<file path="config.mk">
export PLATFORM = sky130hd
export DESIGN_NAME = dmem_arbiter
export DESIGN_NICKNAME = d
export VERILOG_FILES = /design/src/rtl/dmem_arbiter.sv
export SDC_FILE = /design/constraint.sdc
export NUM_CORES = 1
export LEC_CHECK = 0
export ABC_AREA = 1
export CAP_MARGIN = 20
export CORE_AREA = 2 2 122 124
export DETAILED_ROUTE_END_ITERATION = 12
export DIE_AREA = 0 0 124 126
export PLACE_DENSITY_LB_ADDON = 0.2
export SLEW_MARGIN = 0
export SYNTH_ARGS = -nofsm -noshare
export SYNTH_HDL_FRONTEND = slang
export SYNTH_SLANG_ARGS = --single-unit
</file>
<file path="constraint.sdc">
create_clock -name clk -period 3.8 [get_ports clk]
set_input_delay 0.76 -clock clk [delete_from_list [all_inputs] [get_ports clk]]
set_output_delay 0.76 -clock clk [all_outputs]
set_load 0.01 [all_outputs]
</file>
<file path="src/rtl/dmem_arbiter.sv">
// dmem_arbiter: round-robin sharing of one data-memory port between num_req_p
// cores. Request and response handshakes are relayed combinationally between
// the granted core and the memory. A watchdog aborts stalled transactions and
// raises a sticky timeout flag.
//
// Packed field layout (MSB first):
//   mem_in_s  (36 bits): write_data[35:4], valid[3], wen[2], byte_not_word[1], yumi[0]
//   mem_out_s (34 bits): read_data[33:2], valid[1], yumi[0]
module dmem_arbiter #(
  parameter int num_req_p = 2,
  parameter int timeout_p = 255
) (
  input  logic                         clk,
  input  logic                         reset,
  input  logic [num_req_p-1:0][35:0]   req_i,
  input  logic [num_req_p-1:0][31:0]   req_addr_i,
  output logic [num_req_p-1:0][33:0]   resp_o,
  output logic [35:0]                  mem_o,
  output logic [31:0]                  mem_addr_o,
  input  logic [33:0]                  mem_i,
  output logic [num_req_p-1:0]         grant_o,
  output logic                         timeout_o
);

  localparam int idx_w_lp = $clog2(num_req_p);
  localparam int wd_w_lp  = $clog2(timeout_p + 1);

  localparam int in_valid_lp = 3;
  localparam int in_yumi_lp  = 0;
  localparam int out_valid_lp = 1;
  localparam int out_yumi_lp  = 0;

  localparam logic [1:0] IDLE = 2'd0;
  localparam logic [1:0] REQ  = 2'd1;
  localparam logic [1:0] RESP = 2'd2;

  logic [1:0]          state_r, state_n;
  logic [idx_w_lp-1:0] grant_r, grant_n;
  logic [idx_w_lp-1:0] rr_ptr_r, rr_ptr_n;
  logic [wd_w_lp-1:0]  wd_cnt_r;

  logic [35:0]         req_g;
  logic [idx_w_lp-1:0] grant_inc;
  logic                scan_hit;
  logic [idx_w_lp-1:0] scan_idx;
  logic                busy;
  logic                req_accept;
  logic                resp_done;
  logic                expire;

  assign req_g      = req_i[grant_r];
  assign grant_inc  = (grant_r == idx_w_lp'(num_req_p - 1)) ? '0 : grant_r + 1'b1;
  assign busy       = (state_r == REQ) || (state_r == RESP);
  assign req_accept = (state_r == REQ) && mem_i[out_yumi_lp];
  assign resp_done  = (state_r == RESP) && mem_i[out_valid_lp] && req_g[in_yumi_lp];
  // A completing handshake always beats the watchdog on the same cycle.
  assign expire     = busy && (wd_cnt_r == wd_w_lp'(timeout_p)) && !req_accept && !resp_done;

  // Find the first valid requester at or after the round-robin pointer.
  // Scanning from the far end lets the nearest hit overwrite the others.
  always_comb begin
    int j;
    logic [idx_w_lp-1:0] cand;
    j        = 0;
    cand     = '0;
    scan_hit = 1'b0;
    scan_idx = rr_ptr_r;
    for (int i = num_req_p - 1; i >= 0; i--) begin
      j = int'(rr_ptr_r) + i;
      if (j >= num_req_p) j = j - num_req_p;
      cand = idx_w_lp'(j);
      if (req_i[cand][in_valid_lp]) begin
        scan_hit = 1'b1;
        scan_idx = cand;
      end
    end
  end

  // Next-state logic: grant in IDLE, then follow the request and response
  // handshakes, returning to IDLE on completion, withdrawal or watchdog abort.
  always_comb begin
    state_n  = state_r;
    grant_n  = grant_r;
    rr_ptr_n = rr_ptr_r;
    case (state_r)
      IDLE: begin
        if (scan_hit) begin
          state_n = REQ;
          grant_n = scan_idx;
        end
      end
      REQ: begin
        if (req_accept) begin
          state_n = RESP;
        end else if (expire || !req_g[in_valid_lp]) begin
          state_n  = IDLE;
          rr_ptr_n = grant_inc;
        end
      end
      RESP: begin
        if (resp_done || expire) begin
          state_n  = IDLE;
          rr_ptr_n = grant_inc;
        end
      end
      default: state_n = IDLE;
    endcase
  end

  // State registers, watchdog counter (held at its limit rather than wrapping)
  // and the sticky timeout flag.
  always_ff @(posedge clk) begin
    if (reset) begin
      state_r   <= IDLE;
      grant_r   <= '0;
      rr_ptr_r  <= '0;
      wd_cnt_r  <= '0;
      timeout_o <= 1'b0;
    end else begin
      state_r  <= state_n;
      grant_r  <= grant_n;
      rr_ptr_r <= rr_ptr_n;
      if (state_r == IDLE) begin
        wd_cnt_r <= '0;
      end else if (wd_cnt_r != wd_w_lp'(timeout_p)) begin
        wd_cnt_r <= wd_cnt_r + 1'b1;
      end
      if (expire) begin
        timeout_o <= 1'b1;
      end
    end
  end

  // Output steering: only the granted slot sees the memory, everything else
  // (and everything in IDLE) is held at zero.
  always_comb begin
    mem_o      = '0;
    mem_addr_o = '0;
    resp_o     = '0;
    grant_o    = '0;
    case (state_r)
      REQ: begin
        mem_o                           = req_g;
        mem_o[in_yumi_lp]               = 1'b0;
        mem_addr_o                      = req_addr_i[grant_r];
        resp_o[grant_r][out_yumi_lp]    = mem_i[out_yumi_lp];
        grant_o                         = num_req_p'(1) << grant_r;
      end
      RESP: begin
        mem_o                           = req_g;
        mem_o[in_valid_lp]              = 1'b0;
        mem_o[in_yumi_lp]               = req_g[in_yumi_lp] & ~expire;
        mem_addr_o                      = req_addr_i[grant_r];
        resp_o[grant_r][out_valid_lp]   = mem_i[out_valid_lp];
        resp_o[grant_r][33:2]           = mem_i[33:2];
        grant_o                         = num_req_p'(1) << grant_r;
      end
      default: begin
      end
    endcase
  end

endmodule

</file>
## After elaboration in Yosys (flattened, before gate mapping)

Cells that the tools add are included.

| storage, ports and cells | value |
|---|---|
| register bits after elaboration | 13 |
| bits of input ports | 172 |
| output and inout bits | 139 |
| word-level logic and storage cells | 85 |

| operators by class | value |
|---|---|
| add/subtract/negate cells | 5 |
| magnitude comparators | 6 |
| equality and inequality tests | 9 |
| shifts and indexed selects | 1 |
| multiplexer cells | 35 |
| bitwise logic cells | 4 |
| reductions and logical operators | 20 |

Operator list:

| kind | number |
|---|---|
| AND 68 bit | 2 |
| one-hot mux 68 bit (2 select lines) | 1 |
| demux 34 bit (select 1 bit) | 3 |
| 2-to-1 mux 32 bit | 3 |
| 2-to-1 mux 36 bit | 2 |
| one-hot mux 36 bit (2 select lines) | 1 |
| bitwise mux 68 bit | 1 |
| 2-to-1 mux 34 bit | 1 |
| 2-to-1 mux 4 bit | 4 |
| 2-to-1 mux 2 bit | 6 |
| 2-to-1 mux 1 bit | 11 |
| adder 8 x 1 -> 8 bit, second input constant | 1 |
| equality test 8 bit, second input constant | 1 |
| != test 8 bit, second input constant | 1 |
| logical AND 1 bit | 7 |
| < comparator 1 x 2 -> 1 bit, second input constant | 3 |
| one-hot mux 2 bit (3 select lines) | 1 |
| != test 2 x 1 -> 1 bit, second input constant | 2 |
| != test 2 bit, second input constant | 2 |
| AND reduction 4 bit | 1 |
| OR reduction 2 bit | 2 |
| zero test 1 bit | 3 |
| logical OR 1 bit | 3 |
| != test 3 x 2 -> 1 bit, second input constant | 1 |
| 16 further kinds | 17 |

## Longest topological paths before layout

| logic depth | value |
|---|---|
| word-level depth | 9 |
| mapped depth | 11 |

## Least setup slack after synthesis

Ideal clock, no wire load.

| path | value |
|---|---|
| kind | flip-flop to output port |
| from | register state_r[0] |
| to | output resp_o[19] (netlist bit) |
| arrival time | 1.433 ns |
| data required time | 3.040 ns |
| slack | 1.607 ns |
| stages on the path, launching flop included | 8 |
| cell sequence | dfxtp_1 > inv_1 > ha_1 > inv_1 > nor2_4 > inv_2 > buf_2 > nor3_1 |

RTL lines:

| what | RTL line | source |
|---|---|---|
| start: declaration | 37 | `logic [1:0] state_r, state_n;` |
| start signal: assignment | 120 | `state_r <= state_n;` |
| end: declaration | 17 | `output logic [num_req_p-1:0][33:0] resp_o,` |

==> impl_metrics.ini <==
[detailed_routing]
total_routed_wirelength_um = 13600
routed_via_density = 4.19
drc_errors = 0
vias = 3920
drt_first_pass_iters = 4
initialDrtViolationCount = 147
postRouteAntennaNets = 0
route.detailed.wl_per_inst_um = 14.5

[clocking]
cts_resized = 0
tritoncts_num_sinks = 13
ctsHtreeMaxLevel = 1
clock_tree.root_cell = clkbuf_16
cts_tree = done
cts-buffers-inserted = 3
path_clk_slew_ns = 0.04
clk-insertion-delay-late_ns = 0.24
cts_post_setup_buffers_inserted = 0
cts-root-to-sink-buffers = 2
cts_hold_buf = 0

[global_routing]
grt_overflow_total = 0
number_of_antenna_violations_at_the_first_check_in_global_routing = 2
grt_first_pass_wirelength_um = 19500
grt_pass1_vias = 3695
maximum_number_of_pins_on_one_net_before_global_route_repair = 66
grt_usage_pct = 15.7

[floorplanning]
die_area_um2 = 15600
die_height_um = 126
core_region_area_um2 = 14300
die_width_um = 124
fp-row-count = 44
initial_utilization_pct = 16.3
floorplan.io_pins = 311

[worst_setup_path]
crit_type = flop to output pin
critical_path.startpoint_type = flop
worst_ep_arrival_time_ns = 2.48
cpMaxStageDelayCell = clkdlybuf4s50_1
timing.critical_path.required_ns = 3.04
cell_type_group_with_the_largest_total_delay_on_the_critical_path = buffers and inverters
crit_path_max_incr_delay_ns = 0.63
path_common_cell = inv_1
total_buffers_and_inverters_traversed_by_the_critical_path = 4
worstPathMaxFanout = 34
cp_cell_sequence = inv_1 > ha_1 > inv_1 > nor2_4 > inv_2 > nor3_1 > clkdlybuf4s50_1
crit_path_end_kind = output pin

[yosys]
synth_seq_area_share_pct = 11.2
post_synth_instance_area_um2 = 2330
synth_top_cells_by_area = nand2_1 (26%), inv_1 (14%), nor3_1 (14%), a22o_1 (12%), dfxtp_1 (11%)
avgSynthCellArea_um2 = 5.09
synth_top_area_share_pct = 25.7
netlist-cell-type-count = 21
synth_top_area_cell = nand2_1
synth_fp_nets = 633
synthesis.instances = 457
ys_warn_count = 0
number_of_storage_elements_in_the_synthesis_netlist = 13

[timing]
worst_slew_pin_slew_ns = 0.643
finalSetupTns_ns = 0
rsz_0062_raised_after_global_routing = false
fin_worst_skew_ns = 0.000920
finalWorstPathRequiredPeriod_ns = 3.24
worst_slew_margin_rel_pct = 57.1
slew_violations = 0
top_achievable_clock_speed_ghz = 0.309
setup-violations-final = 0
min_period_over_period_pct = 85.3
hold_viol = 0

[pwr]
worst_ir_drop_vdd_mv = 0.488
static-leakage-power_nw = 2.60
power.density_nw_per_um2 = 432

[place]
dp_hpwl_um = 11400
dpl.cell_count = 930
place.port_buffers = 310
place_congestion = 0.867

[layout]
fin_nets = 927
instances_no_fill = 935
area.growth.synth_to_final_pct = 144
drive_above_1_share_pct = 3.33
fillerInstances = 1543

[hold_path]
holdCritPathClass = flop to flop

[run]
max_cap_violation_count = 0

[status]
status = finished clean
==> layer usage <==
metal  part of all wire, %  wire [um]  global-route usage, %
met4                   1.2        161                   2.78
met2                    55       7400                   32.1
met1                    36       4820                   16.2
met5                 0.096         13                      0
met3                   8.7       1180                   3.17
==> report_power, final <==
group | switching, mW | internal [mW] | total [mW]
clock | 0.0572 | 0.140 | 0.197
sequential | 0.0168 | 0.161 | 0.178
combinational | 1.06 | 1.02 | 2.07
==> registers in the layout, indices dropped and copies added, names as in the netlist <==
signal / flops
wd_cnt_r: 8
state_r: 2
grant_r: 1
rr_ptr_r: 1
timeout_o: 1
==> worst register-to-register path: cells and delay by family (launching register included) <==
kind | cells | cell delay, ns
buffers and inverters | 2 | 0.70
flip-flops | 1 | 0.30
AND/OR/NAND/NOR | 9 | 0.78
==> path summary, 6_finish.rpt <==
kind | from | end | cells past startpoint | slack (ns)
worst max-delay path | state_r[0] | resp_o[14] | 7 | 0.56
worst min-delay path | wd_cnt_r[0] | wd_cnt_r[0] | 1 | 0.50
worst max register to register | grant_r | rr_ptr_r | 11 | 1.92
worst min register to register | wd_cnt_r[0] | wd_cnt_r[0] | 1 | 0.50
==> stage by stage <==
stage	cell area [um2]	utilization, %	hold slack (ns)	setup WS [ns]	power (mW)
after floorplan	2330	-	0.447	1.61	1.25
after global placement	5580	39.0	0.466	0.730	2.27
after detailed placement	5580	39.0	0.487	0.683	2.28
after CTS	5660	39.6	0.497	0.538	2.49
after global routing	5670	39.6	0.522	0.412	2.68
final	5670	39.6	0.495	0.560	2.45
==> layout make-up <==
class | count | area [um2] | share of cell area [%]
Antenna cell | 1 | 2.50 | 0.0442
Clock buffer | 3 | 75.1 | 1.33
Clock inverter | 1 | 5.00 | 0.0883
Inverter | 92 | 345 | 6.10
Multi-Input combinational cell | 323 | 1580 | 28.0
Sequential cell | 13 | 260 | 4.59
Tap cell | 184 | 230 | 4.06
Timing Repair Buffer | 318 | 3160 | 55.8
==> layout by cell type (no fill, tap or decap), drive strengths merged <==
master | synthesis | layout
nand2 | 163 | 163
a21oi | 8 | 8
clkinv | 0 | 2
ha | 4 | 4
xnor2 | 2 | 2
inv | 92 | 91
xor2 | 1 | 1
nor2 | 28 | 28
clkdlybuf4s50 | 0 | 310
diode | 0 | 1
a22o | 32 | 32
o21ai | 9 | 9
nand3 | 8 | 8
nor3 | 66 | 66
clkbuf | 7 | 3
a31oi | 1 | 1
dfxtp | 13 | 13
o211ai | 1 | 1
buf | 22 | 8
==> synthesized netlist by cell type <==
cell type and number:
nand2_1 159, inv_1 89, nor3_1 66, a22o_1 32, nor2_1 23, buf_2 22, dfxtp_1 13, o21ai_0 9
nand3_1 8, a21oi_1 7, clkbuf_1 7, ha_1 4, nand2_2 4, inv_2 3, nor2_4 3, nor2_2 2
xnor2_1 2, a21oi_2 1, a31oi_1 1, o211ai_1 1, xor2_1 1
==> logic make-up (layout without fill, tap and decap cells) <==
group                      count (synthesis)  in the layout  share of synthesized area (%)
buffers and inverters                    121            414                           20.7
xor gates and xnor gates                   3              3                           1.13
and+or+nand+nor                          265            265                           48.4
adders and majority gates                  4              4                           2.15
DFF                                       13             13                           11.2
AOI/OAI and AO/OA                         51             51                           16.5
other                                      0              1                              0
Note: power is estimated with default switching activity, not from simulation.
